### src/rtl/inst_prefetch_queue_if.sv
// Signal bundle between the prefetch queue, instruction memory and decode.
// The master side is the prefetch queue itself.
interface inst_prefetch_queue_if;
  logic        stall;
  logic        redirect;
  logic [63:0] redirect_pc;
  logic        mem_req;
  logic [63:0] mem_addr;
  logic        mem_rvalid;
  logic [31:0] mem_rdata;
  logic        out_valid;
  logic [31:0] out_inst;
  logic [63:0] out_pc;

  modport master (
    input  stall, redirect, redirect_pc, mem_rvalid, mem_rdata,
    output mem_req, mem_addr, out_valid, out_inst, out_pc
  );

  modport slave (
    output stall, redirect, redirect_pc, mem_rvalid, mem_rdata,
    input  mem_req, mem_addr, out_valid, out_inst, out_pc
  );
endinterface

### src/rtl/inst_prefetch_queue.sv
// Sequential instruction prefetch queue feeding IF/ID: one outstanding memory
// request, a small {pc, inst} FIFO, stall hold and branch-redirect flush.
module inst_prefetch_queue #(
  parameter int unsigned DEPTH    = 4,
  parameter logic [63:0] RESET_PC = 64'h0,
  parameter logic [31:0] NOP_INST = 32'h0000_0013
) (
  input  logic                  clk,
  input  logic                  reset,
  inst_prefetch_queue_if.master bus
);

  localparam int unsigned PTR_W = $clog2(DEPTH);
  localparam int unsigned CNT_W = PTR_W + 1;

  typedef enum logic [1:0] {
    ST_IDLE = 2'd0,
    ST_WAIT = 2'd1,
    ST_DROP = 2'd2
  } state_t;

  state_t             state_r;
  logic [63:0]        fetch_pc_r;
  logic [63:0]        req_pc_r;
  logic [PTR_W-1:0]   rd_ptr_r;
  logic [PTR_W-1:0]   wr_ptr_r;
  logic [CNT_W-1:0]   count_r;
  logic [63:0]        pc_mem_r   [DEPTH];
  logic [31:0]        inst_mem_r [DEPTH];

  logic               req_s;
  logic               push_s;
  logic               pop_s;
  logic               has_data_s;

  // Request, push and pop qualifiers; redirect suppresses all three.
  always_comb begin
    req_s      = 1'b0;
    push_s     = 1'b0;
    pop_s      = 1'b0;
    has_data_s = (count_r != {CNT_W{1'b0}});
    // reset gating keeps mem_req low while the block is held in reset
    if (reset && (state_r == ST_IDLE) && (count_r < CNT_W'(DEPTH)) && !bus.redirect) begin
      req_s = 1'b1;
    end else begin
      req_s = 1'b0;
    end
    if ((state_r == ST_WAIT) && bus.mem_rvalid && !bus.redirect) begin
      push_s = 1'b1;
    end else begin
      push_s = 1'b0;
    end
    if (has_data_s && !bus.stall && !bus.redirect) begin
      pop_s = 1'b1;
    end else begin
      pop_s = 1'b0;
    end
  end

  assign bus.mem_req   = req_s;
  assign bus.mem_addr  = fetch_pc_r;
  assign bus.out_valid = has_data_s;
  assign bus.out_inst  = has_data_s ? inst_mem_r[rd_ptr_r] : NOP_INST;
  assign bus.out_pc    = has_data_s ? pc_mem_r[rd_ptr_r]   : 64'h0;

  // Fetch FSM: tracks the single outstanding request and the fetch address.
  always_ff @(posedge clk or negedge reset) begin
    if (!reset) begin
      state_r    <= ST_IDLE;
      fetch_pc_r <= RESET_PC;
      req_pc_r   <= 64'h0;
    end else if (bus.redirect) begin
      fetch_pc_r <= bus.redirect_pc;
      case (state_r)
        ST_IDLE: state_r <= ST_IDLE;
        ST_WAIT: state_r <= bus.mem_rvalid ? ST_IDLE : ST_DROP;
        ST_DROP: state_r <= bus.mem_rvalid ? ST_IDLE : ST_DROP;
        default: state_r <= ST_IDLE;
      endcase
    end else begin
      case (state_r)
        ST_IDLE: begin
          if (req_s) begin
            req_pc_r   <= fetch_pc_r;
            fetch_pc_r <= fetch_pc_r + 64'd4;
            state_r    <= ST_WAIT;
          end else begin
            state_r    <= ST_IDLE;
          end
        end
        ST_WAIT: state_r <= bus.mem_rvalid ? ST_IDLE : ST_WAIT;
        // a response owed to a flushed path is swallowed here
        ST_DROP: state_r <= bus.mem_rvalid ? ST_IDLE : ST_DROP;
        default: state_r <= ST_IDLE;
      endcase
    end
  end

  // Queue pointers and occupancy; a redirect empties the queue.
  always_ff @(posedge clk or negedge reset) begin
    if (!reset) begin
      rd_ptr_r <= {PTR_W{1'b0}};
      wr_ptr_r <= {PTR_W{1'b0}};
      count_r  <= {CNT_W{1'b0}};
    end else if (bus.redirect) begin
      rd_ptr_r <= {PTR_W{1'b0}};
      wr_ptr_r <= {PTR_W{1'b0}};
      count_r  <= {CNT_W{1'b0}};
    end else begin
      if (push_s) begin
        wr_ptr_r <= wr_ptr_r + PTR_W'(1);
      end
      if (pop_s) begin
        rd_ptr_r <= rd_ptr_r + PTR_W'(1);
      end
      case ({push_s, pop_s})
        2'b10:   count_r <= count_r + CNT_W'(1);
        2'b01:   count_r <= count_r - CNT_W'(1);
        default: count_r <= count_r;
      endcase
    end
  end

  // Entry storage: the returned word is written with the PC it was fetched from.
  always_ff @(posedge clk or negedge reset) begin
    if (!reset) begin
      for (int i = 0; i < int'(DEPTH); i++) begin
        pc_mem_r[i]   <= 64'h0;
        inst_mem_r[i] <= 32'h0;
      end
    end else if (push_s) begin
      pc_mem_r[wr_ptr_r]   <= req_pc_r;
      inst_mem_r[wr_ptr_r] <= bus.mem_rdata;
    end
  end

endmodule

### src/flat_wrapper.sv
// flat-port wrapper written by rule: the top's interface ports become plain ports
module inst_prefetch_queue_flat 
#(
  parameter int unsigned DEPTH    = 4,
  parameter logic [63:0] RESET_PC = 64'h0,
  parameter logic [31:0] NOP_INST = 32'h0000_0013
)
  (clk, reset, bus_stall, bus_redirect, bus_redirect_pc, bus_mem_rvalid, bus_mem_rdata, bus_mem_req, bus_mem_addr, bus_out_valid, bus_out_inst, bus_out_pc);
  inst_prefetch_queue_if bus_i ();
  input  logic clk;
  input  logic reset;
  input wire logic [$bits(bus_i.stall)-1:0] bus_stall;
  input wire logic [$bits(bus_i.redirect)-1:0] bus_redirect;
  input wire logic [$bits(bus_i.redirect_pc)-1:0] bus_redirect_pc;
  input wire logic [$bits(bus_i.mem_rvalid)-1:0] bus_mem_rvalid;
  input wire logic [$bits(bus_i.mem_rdata)-1:0] bus_mem_rdata;
  output wire logic [$bits(bus_i.mem_req)-1:0] bus_mem_req;
  output wire logic [$bits(bus_i.mem_addr)-1:0] bus_mem_addr;
  output wire logic [$bits(bus_i.out_valid)-1:0] bus_out_valid;
  output wire logic [$bits(bus_i.out_inst)-1:0] bus_out_inst;
  output wire logic [$bits(bus_i.out_pc)-1:0] bus_out_pc;
  assign bus_i.stall = bus_stall;
  assign bus_i.redirect = bus_redirect;
  assign bus_i.redirect_pc = bus_redirect_pc;
  assign bus_i.mem_rvalid = bus_mem_rvalid;
  assign bus_i.mem_rdata = bus_mem_rdata;
  assign bus_mem_req = bus_i.mem_req;
  assign bus_mem_addr = bus_i.mem_addr;
  assign bus_out_valid = bus_i.out_valid;
  assign bus_out_inst = bus_i.out_inst;
  assign bus_out_pc = bus_i.out_pc;
  inst_prefetch_queue #(.DEPTH(DEPTH), .RESET_PC(RESET_PC), .NOP_INST(NOP_INST)) u_core (.clk(clk), .reset(reset), .bus(bus_i));
endmodule
### config.mk
export PLATFORM = sky130hd
export DESIGN_NAME = inst_prefetch_queue_flat
export DESIGN_NICKNAME = d
export VERILOG_FILES = /design/src/rtl/inst_prefetch_queue_if.sv /design/src/rtl/inst_prefetch_queue.sv /design/src/flat_wrapper.sv
export SDC_FILE = /design/constraint.sdc
export NUM_CORES = 1
export LEC_CHECK = 0
export CELL_PAD_IN_SITES_DETAIL_PLACEMENT = 1
export CELL_PAD_IN_SITES_GLOBAL_PLACEMENT = 1
export CORE_MARGIN = 8
export CORE_UTILIZATION = 42
export DETAILED_ROUTE_END_ITERATION = 6
export PLACE_DENSITY = 0.83
export SKIP_CTS_REPAIR_TIMING = 1
export SYNTH_ARGS = -nofsm -noshare
export SYNTH_HDL_FRONTEND = slang
export SYNTH_SLANG_ARGS = --single-unit
export TNS_END_PERCENT = 1
### constraint.sdc
create_clock -name clk -period 2.3 [get_ports clk]
set_clock_uncertainty 0.05 [all_clocks]
set_input_delay 0.46 -clock clk [delete_from_list [all_inputs] [get_ports clk]]
set_output_delay 0.46 -clock clk [all_outputs]
set_load 0.03 [all_outputs]
# Yosys cells after proc, flatten, opt, wreduce, memory -nomap -nowiden
# Cells that the tools add are included.
# W data, S select, Z words.
[classes] n_bitwise=3 magnitude_cmp=4 n_eq_ne=4 add_sub_neg=5 muxes=32 reduce_logical=20
[ops] operator="$mux W64" count=7
[ops] operator="$bwmux W256" count=1
[ops] operator="$bmux W64 S2" count=1
[ops] operator="$bwmux W128" count=1
[ops] operator="$demux W64 S2" count=1
[ops] operator="$mux W32" count=4
[ops] operator="$add A64 B3 Y64 const B" count=1
[ops] operator="$bmux W32 S2" count=1
[ops] operator="$demux W32 S2" count=1
[ops] operator="$mux W2" count=7
[ops] operator="$logic_and A1 B1 Y1" count=8
[ops] operator="$reduce_bool A2 Y1" count=4
[ops] operator="$ge A3 B3 Y1 const B" count=2
[ops] operator="$not A2 Y3" count=2
[ops] operator="$pmux W2 S3" count=1
[ops] operator="$pmux W3 S2" count=1
[ops] operator="$reduce_bool A3 Y1" count=2
[ops] operator="$mux W1" count=5
[ops] operator="$add A2 B1 Y2 const B" count=2
[ops] operator="$eq A2 B1 Y1 const B" count=2
[ops] operator="$eq A2 B2 Y1 const B" count=2
[ops] operator="$add A3 B1 Y3 const B" count=1
[ops] operator="$lt A3 B1 Y1 const B" count=1
[ops] operator="$lt A3 B3 Y1 const B" count=1
[ops] operator="other kinds (8)" count=9
[word_totals] out_inout_bits=162 reg_bits=521 elab_cells=82 input_bits=101

# Depth between registers and ports, before layout
[logic_depth] depth_word=8 ltp_mapped=9 ltp_nobuf=8

# Worst setup path after synthesis
# Ideal clock, no wire load.
[synth_path] kind="reg2out" start="register u_core.rd_ptr_r[0]" end="output bus_out_inst[13]" path_stages_with_launch=6 t_required_ps=1790 t_arrival_ps=1895 path_buffers=3 path_slack_ps=-105 path_cell_list="dfrtp_1 -> clkbuf_1 -> buf_2 -> buf_2 -> mux4_2 -> and2_1"
[synth_via] elab_chain_len=5
[synth_lines] item="from (decl)" line="inst_prefetch_queue.sv:25" text="logic [PTR_W-1:0] rd_ptr_r;"
[synth_lines] item="from (signal assigned)" line="inst_prefetch_queue.sv:102" text="rd_ptr_r <= {PTR_W{1'b0}};"
[synth_lines] item="from (signal assigned)" line="inst_prefetch_queue.sv:106" text="rd_ptr_r <= {PTR_W{1'b0}};"
[synth_lines] item="from (signal assigned)" line="inst_prefetch_queue.sv:114" text="rd_ptr_r <= rd_ptr_r + PTR_W'(1);"
[synth_lines] item="$not A2 Y3 (not written as such)" line="inst_prefetch_queue.sv:63" text="assign bus.out_inst = has_data_s ? inst_mem_r[rd_ptr_r] : NOP_INST;"
[synth_lines] item="$bmux W32 S2" line="inst_prefetch_queue.sv:63"
[synth_lines] item="$mux W32 (not written as such) (2 in series)" line="inst_prefetch_queue.sv:63"
[synth_lines] item="$mux W32" line="inst_prefetch_queue.sv:63"
[synth_lines] item="to (decl)" line="flat_wrapper.sv:20" text="output wire logic [$bits(bus_i.out_inst)-1:0] bus_out_inst;"
# Every way passes these cells. The select of a mux whose other input is x is not followed.

# Final worst setup path
[layout_path] start="register u_core.rd_ptr_r[0]" end="output bus_out_pc[4]"
[layout_via] elab_chain_len=5
[layout_lines] item="$not A2 Y3 (not written as such)" line="inst_prefetch_queue.sv:64" text="assign bus.out_pc = has_data_s ? pc_mem_r[rd_ptr_r] : 64'h0;"
[layout_lines] item="$bmux W64 S2" line="inst_prefetch_queue.sv:64"
[layout_lines] item="$mux W64 (not written as such) (2 in series)" line="inst_prefetch_queue.sv:64"
[layout_lines] item="$mux W64" line="inst_prefetch_queue.sv:64"
[layout_lines] item="to (decl)" line="flat_wrapper.sv:21" text="output wire logic [$bits(bus_i.out_pc)-1:0] bus_out_pc;"
# Every way passes these cells. The select of a mux whose other input is x is not followed.

==> run_results.csv <==
group,metric,value,unit
outcome,status,"finished with violations",
outcome,violations,"negative hold slack, negative setup slack",
global_route,overflow,0,
cells_and_area,areaGrowthSynthToFinish,29.1,%
sta,tightest_slew,1.02,ns
pwr,switching_share,32.9,%
pwr,pwr-share-clk,28.6,%
synth,netlist.area_leader.share,54.7,%
worst_setup_path,crit_slowest_cell,"dfrtp_4",
sta,setup_viol,101,
floorplanning,die_y,254,um
worst_setup_path,critPathMaxFanout,7,
placed_design,gp_congestion,0.808,
clocking,h-tree-depth,2,
synth,ys_ff_latch,521,
sta,hold_slack,-0.0275,ns
worst_setup_path,slowest_delay,0.50,ns
synth,async_reset_ff_share,100,%
clocking,clk_pin_slew,0.06,ns
drt,routed_wl,73.4,mm
pwr,peakVddDrop,0.652,mV
cells_and_area,diodes,0,
global_route,antenna_found_initial,1,
worst_setup_path,crit_type,"reg -> out",
global_route,track_usage,22.6,%
global_route,grt_max_degree,174,
sta,fin_tns_setup,-50.29,ns
worst_setup_path,crit_top_cell,"buf_4",
clocking,clk_latency,0.61,ns
pwr,intPower,22200,uW
drt,first_pass_iters,5,
drt,wl_per_cell,24.6,um
sta,slew_violations,0,
worst_setup_path,arrival,2.41,ns
cells_and_area,fillers,5598,
synth,syn-num-nets,1916,
cells_and_area,fin_cells,2979,
floorplanning,dieWidth,254,um
drt,drtAntennaViolNets,0,
synth,synth_warnings,0,
drt,post-route-drc-count,0,
drt,dr_total_vias,16600,
synth,synth_edf_count,0,
worst_setup_path,cp.required,1.79,ns
clocking,cts_sinks,521,
drt,drt_iter0_drc,833,
sta,fin_ws,-0.620,ns
sta,post-route-period-util,127,%
clocking,ctsLongestPathBuffers,3,
worst_setup_path,cp-start-kind,"register",
global_route,first_global_vias,19000,
synth,yosys-top-cells-area,"dfrtp_1 (55%), mux2_2 (18%), mux4_2 (9.1%)",
clocking,cts_tree,"done",
placed_design,port_buffers,262,
sta,period_needed,2.92,ns
placed_design,place_area,28300,um2
sta,hold_viol_final,21,
cells_and_area,layout-drive-gt1-share,41.6,%
floorplanning,initial_core_util,42.3,%
pwr,total_power,33100,uW
worst_setup_path,crit_chain,"buf_4, clkbuf_16, buf_4, mux4_2, and2_1, buf_2",
clocking,root_buffer,"clkbuf_16",
synth,syn_avg_cell_area,13.2,um2
cells_and_area,final_nets,2292,
global_route,grt_pass1_wl,114,mm
placed_design,placed_cells,2860,
sta,slew_headroom,32.0,%
pwr,power_frac_seq,38.0,%
cells_and_area,fin_util,54.7,%
cells_and_area,finalInstanceArea,30800,um2
synth,yosys_most_used_dff,"dfrtp_1",
worst_setup_path,worst-path-buf-inv,4,
worst_setup_path,end_kind,"output pin",
min_path,worstHoldPathType,"in -> async",
worst_setup_path,crit_family,"buffers and inverters",
synth,yosysSeqAreaShare,54.7,%
floorplanning,std_cell_rows,87,
synth,synthCells,1805,
flow_run,drv_cap,0,
pwr,power_density,1080,nW/um2
floorplanning,core-area,56300,um2
floorplanning,fp.dieArea,64600,um2
pwr,power.switching,10900,uW
synth,synth_top_area_cell,"dfrtp_1",
pwr,combPwrFrac,33.3,%
floorplanning,ios,263,
synth,yosysMostFrequentCell,"dfrtp_1",
synth,synth.distinct_cells,58,
clocking,cts_buffers,55,
sta,rsz0062_at_grt,"true",
placed_design,dp_hpwl,48.5,mm
synth,ys_top_cells_by_count,"dfrtp_1 (521), mux2_2 (389), nand2_1 (251), mux4_2 (96), and2_1 (95)",
pwr,p_leak,0.0150,uW
sta,clock.fmax,342,MHz
drt,via_per_inst,5.58,
synth,netlist_area,23800,um2
-- path summary, 6_finish.rpt --
kind | to | slack, ns | cells past startpoint | startpoint
max in group asynchronous | u_core.req_pc_r[21] | 0.79 | 3 | reset
min in group clk | u_core.rd_ptr_r[0] | 0.12 | 2 | bus_redirect
min reg2reg | u_core.pc_mem_r[36] | 0.45 | 1 | u_core.pc_mem_r[36]
max | bus_out_pc[4] | -0.62 | 6 | u_core.rd_ptr_r[0]
min | u_core.req_pc_r[5] | -0.03 | 2 | reset
max reg2reg | u_core.bus.mem_addr[57] | -0.04 | 10 | u_core.state_r[1]
-- power groups by stage --
stage          Combinational [uW]  Clock, uW  Sequential, uW
3_3_place_gp                10300          0           12400
5_1_grt                     11800      10000           12800
3_5_place_dp                10600          0           12700
4_1_cts                     10700       9690           12600
6_report                    11000       9480           12600
2_1_floorplan                6210          0           12400
-- final cells by class --
type                    instances  area (um2)  area share (%)
clock buffers                  75        1620            5.28
clock inverters                24         323            1.05
inverters                      15        63.8           0.207
multi-input cells            1162       10500            34.1
flip-flops and latches        521       13000            42.4
well taps                     756         946            3.07
repair buffers                426        4270            13.9
-- cells by family (layout without fill, tap and decap cells) --
logic type,after synthesis,count (layout),synth area share [%]
and+or+nand+nor,524,524,11.2
adders and majority gates,10,10,0.557
muxes,488,488,27.6
xor gates and xnor gates,39,39,1.43
AOI/OAI and AO/OA,101,101,2.42
buffers and inverters,122,540,2.14
DFF,521,521,54.7
-- through the flow --
stage	hold WS [ns]	setup WS (ns)
final	-0.0275	-0.620
after global routing	0.0319	-0.674
after CTS	-0.0233	-0.939
after detailed placement	0.437	-0.295
after global placement	0.431	-0.226
after floorplan	0.114	-0.0575
-- placed cells by master (no fill, tap or decap), types with 20 or more instances in the layout --
master and count:
nand4_1 29, clkdlybuf4s50_1 102, mux4_2 96, nor2_1 49, mux2_2 389, xor2_1 23
and2_1 60, buf_6 44, and2_4 35, o21ai_0 58, dlymetal6s2s_1 60, a31oi_1 20
buf_4 144, buf_2 43, dfrtp_1 519, nand2_1 246, buf_12 24, clkbuf_16 61
nand3_1 21
-- layer usage --
metal | GRT usage [%] | share of wire [%]
met2 | 39.1 | 51
met1 | 28.1 | 40
met5 | 0 | 0.015
met3 | 4.19 | 4.9
met4 | 8.81 | 3.5
-- state kept, by name, indices dropped and copies added, names as in the netlist --
register,flops
u_core.pc_mem_r,256
u_core.inst_mem_r,128
u_core.rd_ptr_r,2
u_core.req_pc_r,64
u_core.state_r,2
u_core.wr_ptr_r,2
u_core.count_r,3
u_core.bus.mem_addr,64
Power figures use the tool's default switching activity.
